$ cat config.mk
export PLATFORM = sky130hd
export DESIGN_NAME = fdiv_ratio_meter
export DESIGN_NICKNAME = d
export VERILOG_FILES = /design/src/rtl/fdiv_ratio_meter.sv
export SDC_FILE = /design/constraint.sdc
export NUM_CORES = 1
export LEC_CHECK = 0
export ABC_AREA = 1
export BUFFER_PORTS_ARGS = -buffer_cell sky130_fd_sc_hd__clkbuf_2
export CAP_MARGIN = 10
export CORE_ASPECT_RATIO = 0.75
export CORE_MARGIN = 2
export CORE_UTILIZATION = 62
export DETAILED_ROUTE_END_ITERATION = 10
export GPL_TIMING_DRIVEN = 0
export PLACE_DENSITY = 0.82
export REMOVE_ABC_BUFFERS = 1
export SLEW_MARGIN = 20
export SYNTH_ARGS = -nofsm -noshare
export SYNTH_HDL_FRONTEND = slang
export SYNTH_SLANG_ARGS = --single-unit
$ cat constraint.sdc
create_clock -name clk -period 4.25 [get_ports clk]
set_input_delay 0.6375 -clock clk [delete_from_list [all_inputs] [get_ports clk]]
set_output_delay 0.6375 -clock clk [all_outputs]
set_load 0.02 [all_outputs]
$ cat src/rtl/fdiv_ratio_meter.sv
// fdiv_ratio_meter: measures the average division ratio of a registered divider
// output by counting clk cycles per fdiv period over 2^LOG2_WIN periods.
// Result is fixed point: PER_WIDTH integer bits, LOG2_WIN fraction bits.
module fdiv_ratio_meter #(
   parameter int unsigned INT_WIDTH = 8,
   parameter int unsigned PER_WIDTH = INT_WIDTH + 1,
   parameter int unsigned LOG2_WIN  = 10
) (
   input  logic                          clk,
   input  logic                          rst,
   input  logic                          fdiv,
   input  logic                          start,
   output logic                          busy,
   output logic                          done,
   output logic [PER_WIDTH+LOG2_WIN-1:0] ratio,
   output logic [PER_WIDTH-1:0]          per_min,
   output logic [PER_WIDTH-1:0]          per_max,
   output logic                          ovf
);

   localparam int unsigned ACC_W  = PER_WIDTH + LOG2_WIN;
   localparam int unsigned EDGE_W = LOG2_WIN + 1;
   localparam logic [EDGE_W-1:0] LAST_EDGE = EDGE_W'((1 << LOG2_WIN) - 1);

   typedef enum logic [1:0] {IDLE, ARM, MEAS, DONE} state_t;

   state_t               state;
   logic                 fdiv_d;
   logic                 rise;
   logic [PER_WIDTH-1:0] per_cnt;
   logic [ACC_W-1:0]     acc;
   logic [PER_WIDTH-1:0] min_r;
   logic [PER_WIDTH-1:0] max_r;
   logic [EDGE_W-1:0]    edges;

   logic [ACC_W-1:0]     acc_nxt;
   logic [PER_WIDTH-1:0] min_nxt;
   logic [PER_WIDTH-1:0] max_nxt;
   logic                 per_sat;

   assign rise = fdiv & ~fdiv_d;

   // Running sum and extremes including the period that closes at this rise.
   always_comb begin
      acc_nxt = acc + ACC_W'(per_cnt);
      min_nxt = (per_cnt < min_r) ? per_cnt : min_r;
      max_nxt = (per_cnt > max_r) ? per_cnt : max_r;
      per_sat = &per_cnt;
   end

   // Delay fdiv by one cycle for rising-edge detection.
   always_ff @(posedge clk) begin
      if (rst) fdiv_d <= 1'b0;
      else     fdiv_d <= fdiv;
   end

   // Window FSM; results are registered on the edge that ends the window so
   // that done and the results appear together in the DONE cycle.
   always_ff @(posedge clk) begin
      if (rst) begin
         state   <= IDLE;
         busy    <= 1'b0;
         done    <= 1'b0;
         ratio   <= '0;
         per_min <= '0;
         per_max <= '0;
         ovf     <= 1'b0;
         per_cnt <= '0;
         acc     <= '0;
         min_r   <= '1;
         max_r   <= '0;
         edges   <= '0;
      end else begin
         done <= 1'b0;
         case (state)
            IDLE: begin
               acc     <= '0;
               min_r   <= '1;
               max_r   <= '0;
               edges   <= '0;
               per_cnt <= '0;
               if (start) begin
                  state <= ARM;
                  busy  <= 1'b1;
               end
            end
            ARM: begin
               // per_cnt doubles as the timeout counter while waiting for the first rise
               if (rise) begin
                  per_cnt <= PER_WIDTH'(1);
                  state   <= MEAS;
               end else if (per_sat) begin
                  state   <= DONE;
                  busy    <= 1'b0;
                  done    <= 1'b1;
                  ratio   <= '1;
                  per_min <= min_r;
                  per_max <= max_r;
                  ovf     <= 1'b1;
               end else begin
                  per_cnt <= per_cnt + PER_WIDTH'(1);
               end
            end
            MEAS: begin
               if (rise) begin
                  acc     <= acc_nxt;
                  min_r   <= min_nxt;
                  max_r   <= max_nxt;
                  per_cnt <= PER_WIDTH'(1);
                  edges   <= edges + EDGE_W'(1);
                  if (edges == LAST_EDGE) begin
                     state   <= DONE;
                     busy    <= 1'b0;
                     done    <= 1'b1;
                     ratio   <= acc_nxt;
                     per_min <= min_nxt;
                     per_max <= max_nxt;
                     ovf     <= 1'b0;
                  end
               end else if (per_sat) begin
                  state   <= DONE;
                  busy    <= 1'b0;
                  done    <= 1'b1;
                  ratio   <= '1;
                  per_min <= min_r;
                  per_max <= max_r;
                  ovf     <= 1'b1;
               end else begin
                  per_cnt <= per_cnt + PER_WIDTH'(1);
               end
            end
            DONE: begin
               state <= IDLE;
            end
            default: state <= IDLE;
         endcase
      end
   end

endmodule

; Word-level counts from Yosys, hierarchy flattened
; Index checks and enable logic that the tools add are counted.
; W data, S select, Z words.
[word_totals]
ff_bits = 100
latchBits = 0
mem_bits_rw = 0
romBits = 0
in_bits = 4
elab_cells = 90
memories = 0
[classes]
addsub = 3
multipliers = 0
div_mod_pow = 0
magnitude_cmp = 2
n_eq_ne = 9
shifts = 0
muxes = 49
bitwise_logic = 2
reduce_logical = 12
[ops]
columns = cell, count
row1 = $mux W9, 14
row2 = $mux W19, 5
row3 = $pmux W9 S2, 5
row4 = $pmux W19 S2, 2
row5 = $pmux W11 S2, 1
row6 = $add A19 B9 Y19, 1
row7 = $mux W1, 12
row8 = $add A11 B1 Y11 const B, 1
row9 = $eq A11 B10 Y1 const B, 1
row10 = $mux W11, 1
row11 = $mux W2, 5
row12 = $add A9 B1 Y9 const B, 1
row13 = $gt A9 B9 Y1, 1
row14 = $lt A9 B9 Y1, 1
row15 = $reduce_and A9 Y1, 1
row16 = $pmux W2 S4, 1
row17 = $ne A2 B2 Y1 const B, 3
row18 = $ne A3 B3 Y1 const B, 2
row19 = $reduce_and A2 Y1, 3
row20 = $reduce_bool A2 Y1, 3
row21 = $eq A2 B2 Y1 const B, 2
row22 = $pmux W1 S2, 2
row23 = $reduce_and A4 Y1, 1
row24 = $pmux W1 S3, 1
row25 = other kinds (7), 7

; Logic depth before layout (Yosys ltp)
; Gate-level depths: netlist of run 1.
[depth]
depth_word = 5
mapped_depth = 13
depth_no_buf = 13

; Worst setup path before layout of run 1
; OpenSTA, ideal clock, no wires.
[synth_path]
kind = register -> register
startpoint = register per_cnt[1]
endpoint = register per_max[6]
setup_time_ns = 0.070
arrival_ns = 2.291
t_required_ns = 4.180
setup_slack_ns = 1.889
path_stages_with_launch = 13
n_path_buf = 2
period_less_slack_ns = 2.361
path_cell_list = dfxtp_1 ha_1 nand3_1 nor3b_1 nand2_1 nor2_1 ha_1 clkbuf_1 clkbuf_1 nor2_1 a211oi_1 nor2_1 a21oi_1
[synth_between]
elab_chain_len = 5
[synth_rtl]
columns = item, line
row1 = from (decl), 30  ; logic [PER_WIDTH-1:0] per_cnt;
row2 = from (signal assigned), 101  ; per_cnt <= per_cnt + PER_WIDTH'(1);
row3 = from (signal assigned), 129  ; per_cnt <= per_cnt + PER_WIDTH'(1);
row4 = $gt A9 B9 Y1, 47  ; max_nxt = (per_cnt > max_r) ? per_cnt : max_r;
row5 = $mux W9, 47
row6 = $mux W9, 111  ; if (edges == LAST_EDGE) begin
row7 = $mux W9, 105  ; if (rise) begin
row8 = $pmux W9 S2 *, 75  ; case (state)
row9 = to (signal assigned), 98  ; per_max <= max_r;
row10 = to (signal assigned), 117  ; per_max <= max_nxt;
row11 = to (signal assigned), 126  ; per_max <= max_r;
row12 = to (decl), 17  ; output logic [PER_WIDTH-1:0] per_max,
; Mark *: on every way between the ends. The rest lies on a longest branch, timed or not. The select of a mux whose other input is x is not followed.
; A chain may end at the register's enable or synchronous reset.

; Final worst setup path of run 1
[layout_path]
startpoint = register state[0]
endpoint = register edges[8]
[layout_between]
elab_chain_len = 3
[layout_rtl]
columns = item, line
row1 = from (decl), 27  ; state_t state;
row2 = from (signal assigned), 61  ; state <= IDLE;
row3 = from (signal assigned), 83  ; state <= ARM;
row4 = from (signal assigned), 91  ; state <= MEAS;
row5 = $eq A2 B2 Y1 / $logic_not A2 Y1 (equally long branches), 75
row6 = $ne A2 B2 Y1 (no source line) / $reduce_bool A2 Y1 (equally long branches), --
row7 = $reduce_and A2 Y1 (no source line), --
row8 = to (signal assigned), 110  ; edges <= edges + EDGE_W'(1);
row9 = to (decl), 34  ; logic [EDGE_W-1:0] edges;
; Several ways; a longest one is shown, not always the timed one.

==> impl_results.md, run 1 <==
- Routed wire length: 15100 µm
- GPL Wtd Cong: 0.881
- Final instance area: 6350 µm²
- Share of cells above drive strength 1: 8.94%
- Placed inst area: 6070 µm²
- Input/output buffers: 43
- Worst endpoint data arrival time: 4.03 ns
- Measured slew at the worst slew-check pin: 1.05 ns
- First-pass GRT wire length: 25100 µm
- Combinational share of power: 17.7%
- Clk root buf: clkbuf_16
- Worst Setup End Kind: register
- CTS tree: done
- Synth Register Bits: 100
- Critical path peak fanout: 37
- Critical path endpoint: edges[8]
- Tightest Hold Check Type: reg -> reg
- Post-CTS setup repair buffer count: 0
- Flop pwr share: 46.9%
- DRT antenna net count: 0
- Ys Warns: 0
- Status: complete, no violations
- Drt pass-1 iters: 6
- Area Overhead vs Synth: 8.76%
- RSZ-0062 raised after global routing: false
- Switch Pwr: 0.666 mW
- Switching portion of total power: 30.1%
- Clk buf depth: 2
- Max Freq: 267 MHz
- Vias in the first global route: 5448
- Post-Syn Area: 5840 µm²
- Ports: 44
- Power Density: 348 nW/µm²
- Initial Util: 64.3%
- Final setup vio count: 0
- Core ar.: 9080 µm²
- Reg2Reg Depth: 10
- Num CTS Buffers: 9
- Leak: 2.87 nW
- Initial drt markers: 501
- Post-synth EDFFs: 0
- RR Endpoint: edges[8]
- DP HPWL: 10200 µm
- CTS Sinks: 100
- Worst hold slack: 0.451 ns
- Filler cells: 791
- Initial antenna violation count: 0
- Vias per cell: 5.72
- Headroom to the max-slew limit: 29.6%
- Largest net degree at the start of global routing: 44
- Pint: 1.54 mW
- Core Rows: 30
- Startpoint Class: register
- Seq/Total Area, Yosys: 34.3%
- # DRC: 0
- Synth Instances: 870
- Total track usage: 31.0%
- GR Overflow Total: 0
- Maxcap violations: 0
- Critical path type: reg -> reg
- Fin crit period: 3.75 ns
- Worst endpoint required time: 4.53 ns
- Yosys cell types: 38
- Die area: 10200 µm²
- Fin crit share: 88.2%
- Final count of hold timing violations: 0
- Clock power frac: 35.4%
- Die height: 88.0 µm
- Register clock-pin slew on the reported worst setup and hold paths: 0.07 ns
- Syn_area_per_cell: 6.71 µm²
- Max Slew Vio Count: 0
- Nets: 929
- Async SR Flop Fraction: 0%
- Setup Skew: 0.00659 ns
- CTS resizes: 0
- CTS H-tree lvls: 3
- Antenna Cells: 0
- Crit path from: state[0]
- R2R Path Start: state[0]
- Clk Latency, worst-skew pair: 0.35 ns
- Routed len/inst: 14.7 µm
- Die Wd: 116 µm
- Peak VDD IR: 0.000290 V
- Main synth FF type: dfxtp_1
- Hold-fix buffers, CTS: 0
- Overall via count from detail_route: 5851
- Worst R2R Setup Slack: 0.50 ns
==> synthesized netlist by cell type, types with 6 or more instances <==
cell / n / area share, %
nor2_1: 54 / 3.5
ha_1: 34 / 7.3
nand2_1: 225 / 14
o21ai_1: 25 / 2.1
or2_2: 8 / 0.86
inv_1: 95 / 6.1
buf_1: 6 / 0.39
nor3_1: 6 / 0.51
dfxtp_1: 100 / 34
a31oi_1: 7 / 0.75
buf_2: 8 / 0.69
nand3_1: 71 / 6.1
clkbuf_1: 17 / 1.1
o21ai_0: 41 / 3.5
a21oi_1: 97 / 8.3
o211ai_1: 24 / 3.1
a211oi_1: 7 / 0.90
nand4_1: 11 / 1.2
==> registers in the layout, summed over array words and instances, names as in the netlist <==
register  cells
acc          19
ratio        19
edges        11
max_r         9
min_r         9
per_cnt       9
per_max       9
per_min       9
state         2
busy          1
done          1
fdiv_d        1
ovf           1
==> critical path, stage by stage (launching register included) <==
cell,delay [ns]
dfxtp_1,0.33
inv_1,0.16
ha_1,0.26
inv_1,0.12
nor2_4,0.49
inv_2,0.47
nand2_1,0.72
inv_2,0.48
nor3_1,0.35
o21ai_0,0.14
a21oi_1,0.15
==> worst min-delay path by stage <==
stage	startpoint	to	slack (ns)	cells past startpoint
after floorplan	edges[4]	edges[4]	0.42	1
after global placement	ratio[9]	ratio[9]	0.43	2
after detailed placement	ratio[9]	ratio[9]	0.45	2
after CTS	edges[4]	edges[4]	0.45	1
after global routing	ratio[9]	ratio[9]	0.47	2
final	ratio[9]	ratio[9]	0.45	2
==> kinds of logic after synthesis <==
group | count (synthesis) | share of synthesized area (%)
AND/OR/NAND/NOR | 391 | 28.9
AO/OA/AOI/OAI | 207 | 19.5
buffers and inverters | 134 | 9.23
flip-flops | 100 | 34.3
adder cells (fa/ha/maj) | 35 | 7.63
XOR/XNOR | 3 | 0.450
==> cells in the final DEF (no fill, tap or decap), drive strengths merged <==
cell type,count
a211oi,7
a21boi,1
a21oi,97
a31oi,7
and2,1
and3,1
buf,1
clkbuf,56
clkinv,2
clkinvlp,1
dfxtp,100
fa,1
ha,34
inv,99
nand2,227
nand3,73
nand3b,5
nand4,11
nor2,57
nor3,6
nor3b,1
nor4,1
o211ai,24
o21a,2
o21ai,68
o21bai,1
or2,8
xnor2,1
xor2,2
==> area by class of cell <==
type	count	area [µm²]	area share (%)
inverter	99	374	5.89
clock buffer	13	260	4.10
clock inverter	3	21.3	0.335
timing repair buffer	44	235	3.70
tap	128	160	2.52
multi-input combinational	636	3300	51.9
sequential	100	2000	31.5
==> power by group through the flow <==
stage	combinational, mW	sequential, mW	clock [mW]
2_1_floorplan	0.215	1.10	0
3_3_place_gp	0.374	1.05	0
3_5_place_dp	0.389	1.06	0
4_1_cts	0.390	1.03	0.795
5_1_grt	0.435	1.04	0.827
6_report	0.392	1.04	0.783
==> stage by stage <==
stage	std cells	utilization [%]	TNS, ns	setup WS, ns	total power, mW
after floorplan	835	-	0	1.19	1.32
after global placement	1006	66.6	-0.0885	-0.0758	1.42
after detailed placement	1007	66.8	0	0.478	1.44
after CTS	1023	69.9	0	0.590	2.22
after global routing	1023	69.9	0	0.192	2.30
final	1023	69.9	0	0.501	2.21
==> metal layers <==
layer / routed length (µm) / up-vias / global-route usage [%]
met5: 0 / - / 0
met4: 285 / 0 / 11.1
met3: 1150 / 32 / 7.34
met2: 6750 / 221 / 51.1
met1: 6900 / 2659 / 40.0
li1: - / 2939 / -
Power figures use the tool's default switching activity.
==> run 2, diff against run 1 <==
--- a/config.mk
+++ b/config.mk
@@ -10,10 +10,10 @@
 export CAP_MARGIN = 10
 export CORE_ASPECT_RATIO = 0.75
 export CORE_MARGIN = 2
-export CORE_UTILIZATION = 62
+export CORE_UTILIZATION = 61
 export DETAILED_ROUTE_END_ITERATION = 10
 export GPL_TIMING_DRIVEN = 0
-export PLACE_DENSITY = 0.82
+export PLACE_DENSITY = 0.81
 export REMOVE_ABC_BUFFERS = 1
 export SLEW_MARGIN = 20
 export SYNTH_ARGS = -nofsm -noshare
==> constraint.sdc (replaced) <==
create_clock -name clk -period 4 [get_ports clk]
set_input_delay 0.6 -clock clk [delete_from_list [all_inputs] [get_ports clk]]
set_output_delay 0.6 -clock clk [all_outputs]
set_load 0.02 [all_outputs]
==> impl_results.md, run 2 (synthesis results as in run 1) <==
- Max Freq: 284 MHz (+6.6%)
- Headroom to the max-slew limit: 44.8% (+15 points)
- Filler cells: 822 (+3.9%)
- First-pass GRT wire length: 25500 µm (+1.4%)
- Worst R2R Setup Slack: 0.48 ns (-0.02 ns)
- GPL Wtd Cong: 0.914 (+3.8%)
- Clk Latency, worst-skew pair: 0.35 ns (about the same)
- Register area: 2000 µm² (unchanged)
- Placed inst area: 6080 µm² (+0.12%)
- Die area: 10400 µm² (+1.6%)
- Switching portion of total power: 29.9% (-0.22 points)
- Fin crit share: 87.9% (-0.30 points)
- Register clock-pin slew on the reported worst setup and hold paths: 0.07 ns (about the same)
- Input/output buffers: 43 (unchanged)
- Flop pwr share: 45.7% (-1.2 points)
- DRT antenna net count: 0 (unchanged)
- Area of the multi-input gates: 3300 µm² (+0.15%)
- Clock power frac: 36.9% (+1.5 points)
- Drt pass-1 iters: 5 (-1)
- Vias per cell: 5.84 (+2.0%)
- Overall via count from detail_route: 5976 (+2.1%)
- GR Overflow Total: 0 (unchanged)
- CTS Sinks: 100 (unchanged)
- Core Rows: 30 (unchanged)
- Die Wd: 117 µm (+0.79%)
- Setup Skew: 0.00808 ns (+0.00148 ns)
- Final count of hold timing violations: 0 (unchanged)
- Routed len/inst: 15.2 µm (+3.4%)
- Routed wire length: 15600 µm (+3.5%)
- Share of cells above drive strength 1: 9.38% (+0.44 points)
- Measured slew at the worst slew-check pin: 0.828 ns (-0.227 ns)
- Most frequent cells in the layout: nand2_1 (224), dfxtp_1 (100), a21oi_1 (97), inv_1 (93), nand3_1 (71)
- # DRC: 0 (unchanged)
- Commonest non-fill, non-tap cell in the layout: nand2_1
- Combinational share of power: 17.4% (-0.3 points)
- Antenna Cells: 0 (unchanged)
- DP HPWL: 10400 µm (+2.1%)
- Initial antenna violation count: 0 (unchanged)
- Area Overhead vs Synth: 9.41%
- Die height: 88.7 µm (+0.78%)
- Power Density: 377 nW/µm² (+8.3%)
- Clk buf depth: 2 (unchanged)
- Ports: 44 (unchanged)
- Worst Setup End Kind: register
- Largest net degree at the start of global routing: 44 (unchanged)
- Total track usage: 31.0% (about the same)
- Critical path peak fanout: 37 (unchanged)
- Fin crit period: 3.52 ns (-0.232 ns)
- Worst hold slack: 0.445 ns (-0.00525 ns)
- CTS H-tree lvls: 3 (unchanged)
- Final instance area: 6390 µm² (+0.59%)
- Clk root buf: clkbuf_16
- Maxcap violations: 0 (unchanged)
- Tightest Hold Check Type: reg -> reg
- Vias in the first global route: 5451 (+0.055%)
- RSZ-0062 raised after global routing: false
- Worst endpoint data arrival time: 3.80 ns (-0.23 ns)
- Initial drt markers: 428 (-15%)
- Switch Pwr: 0.720 mW (+8.1%)
- Leak: 2.88 nW (+0.38%)
- Total chip power: 2.41 mW (+8.9%)
- Largest regs: acc: 19 flops, ratio: 19 flops, edges: 11 flops
- Startpoint Class: register
- Status: complete, no violations
- Hold-fix buffers, CTS: 0 (unchanged)
- Worst endpoint required time: 4.28 ns (-0.25 ns)
- Core ar.: 9160 µm² (+0.83%)
- CTS tree: done
- Critical path type: reg -> reg
- Initial Util: 63.8% (-0.53 points)
- Nets: 930 (+0.11%)
- Final setup vio count: 0 (unchanged)
- Peak VDD IR: 0.000340 V (+17%)
- Num CTS Buffers: 9 (unchanged)
- Max Slew Vio Count: 0 (unchanged)
- Pint: 1.69 mW (+9.2%)
==> run 2: cell count changes in the layout (fill, tap and decap cells not counted), sizes merged <==
cell and change:
clkinvlp +1, inv -1, clkinv +1, bufinv +1, clkbuf -1
==> run 2: path summary, 6_finish.rpt <==
| kind | start | to | cells past startpoint |
|---|---|---|---|
| max | state[0] | edges[8] | 11 |
| max reg2reg | state[0] | edges[8] | 11 |
| min | ratio[9] | ratio[9] | 2 |
| min reg2reg | ratio[9] | ratio[9] | 2 |
==> run 2: through the flow <==
| stage | TNS, ns | util [%] | worst slack [ns] | instances |
|---|---|---|---|---|
| after global placement | -5.00 | 66.1 | -0.365 | 1006 |
| after floorplan | 0 | - | 0.977 | 835 |
| after global routing | 0 | 69.8 | 0.229 | 1024 |
| after CTS | 0 | 69.6 | 0.169 | 1023 |
| after detailed placement | 0 | 66.4 | 0.107 | 1007 |
| final | 0 | 69.8 | 0.483 | 1024 |
==> run 2: per-layer routing <==
layer / GRT usage [%] / vias to the layer above / share of wire (%)
li1: - / 2941 / -
met2: 51.4 / 246 / 46
met4: 9.41 / 0 / 1.7
met1: 41.5 / 2762 / 45
met5: 0 / - / 0
met3: 5.41 / 27 / 7.3
==> run 2: worst max-delay path, stage by stage (launching register included) <==
cell and delay (ns):
dfxtp_1 0.34, inv_1 0.15, ha_1 0.26, inv_1 0.12
nor2_4 0.58, buf_16 0.26, inv_2 0.33, nand2_2 0.47
inv_2 0.38, nor3_1 0.28, o21ai_0 0.11, a21oi_1 0.15
==> run 2: final cells by class <==
cell class | count | share of cell area, %
Clock buffer | 12 | 3.86
Clock inverter | 4 | 0.764
Inverter | 99 | 5.91
Multi-Input combinational cell | 636 | 51.7
Sequential cell | 100 | 31.3
Tap cell | 128 | 2.51
Timing Repair Buffer | 44 | 3.80
Timing Repair inverter | 1 | 0.118
==> run 2: repair_timing <==
item,CTS,global route
endpoints found under the setup margin,0,15
buffers inserted,0,0
gates resized for setup,0,4
endpoints found under the hold margin,0,0
==> run 2: power groups by stage <==
stage | clock (mW) | sequential (mW) | combinational (mW)
floorplan | 0 | 1.17 | 0.228
global placement | 0 | 1.12 | 0.397
detailed placement | 0 | 1.12 | 0.411
CTS | 0.886 | 1.10 | 0.414
global route | 0.931 | 1.11 | 0.463
finish | 0.889 | 1.10 | 0.418
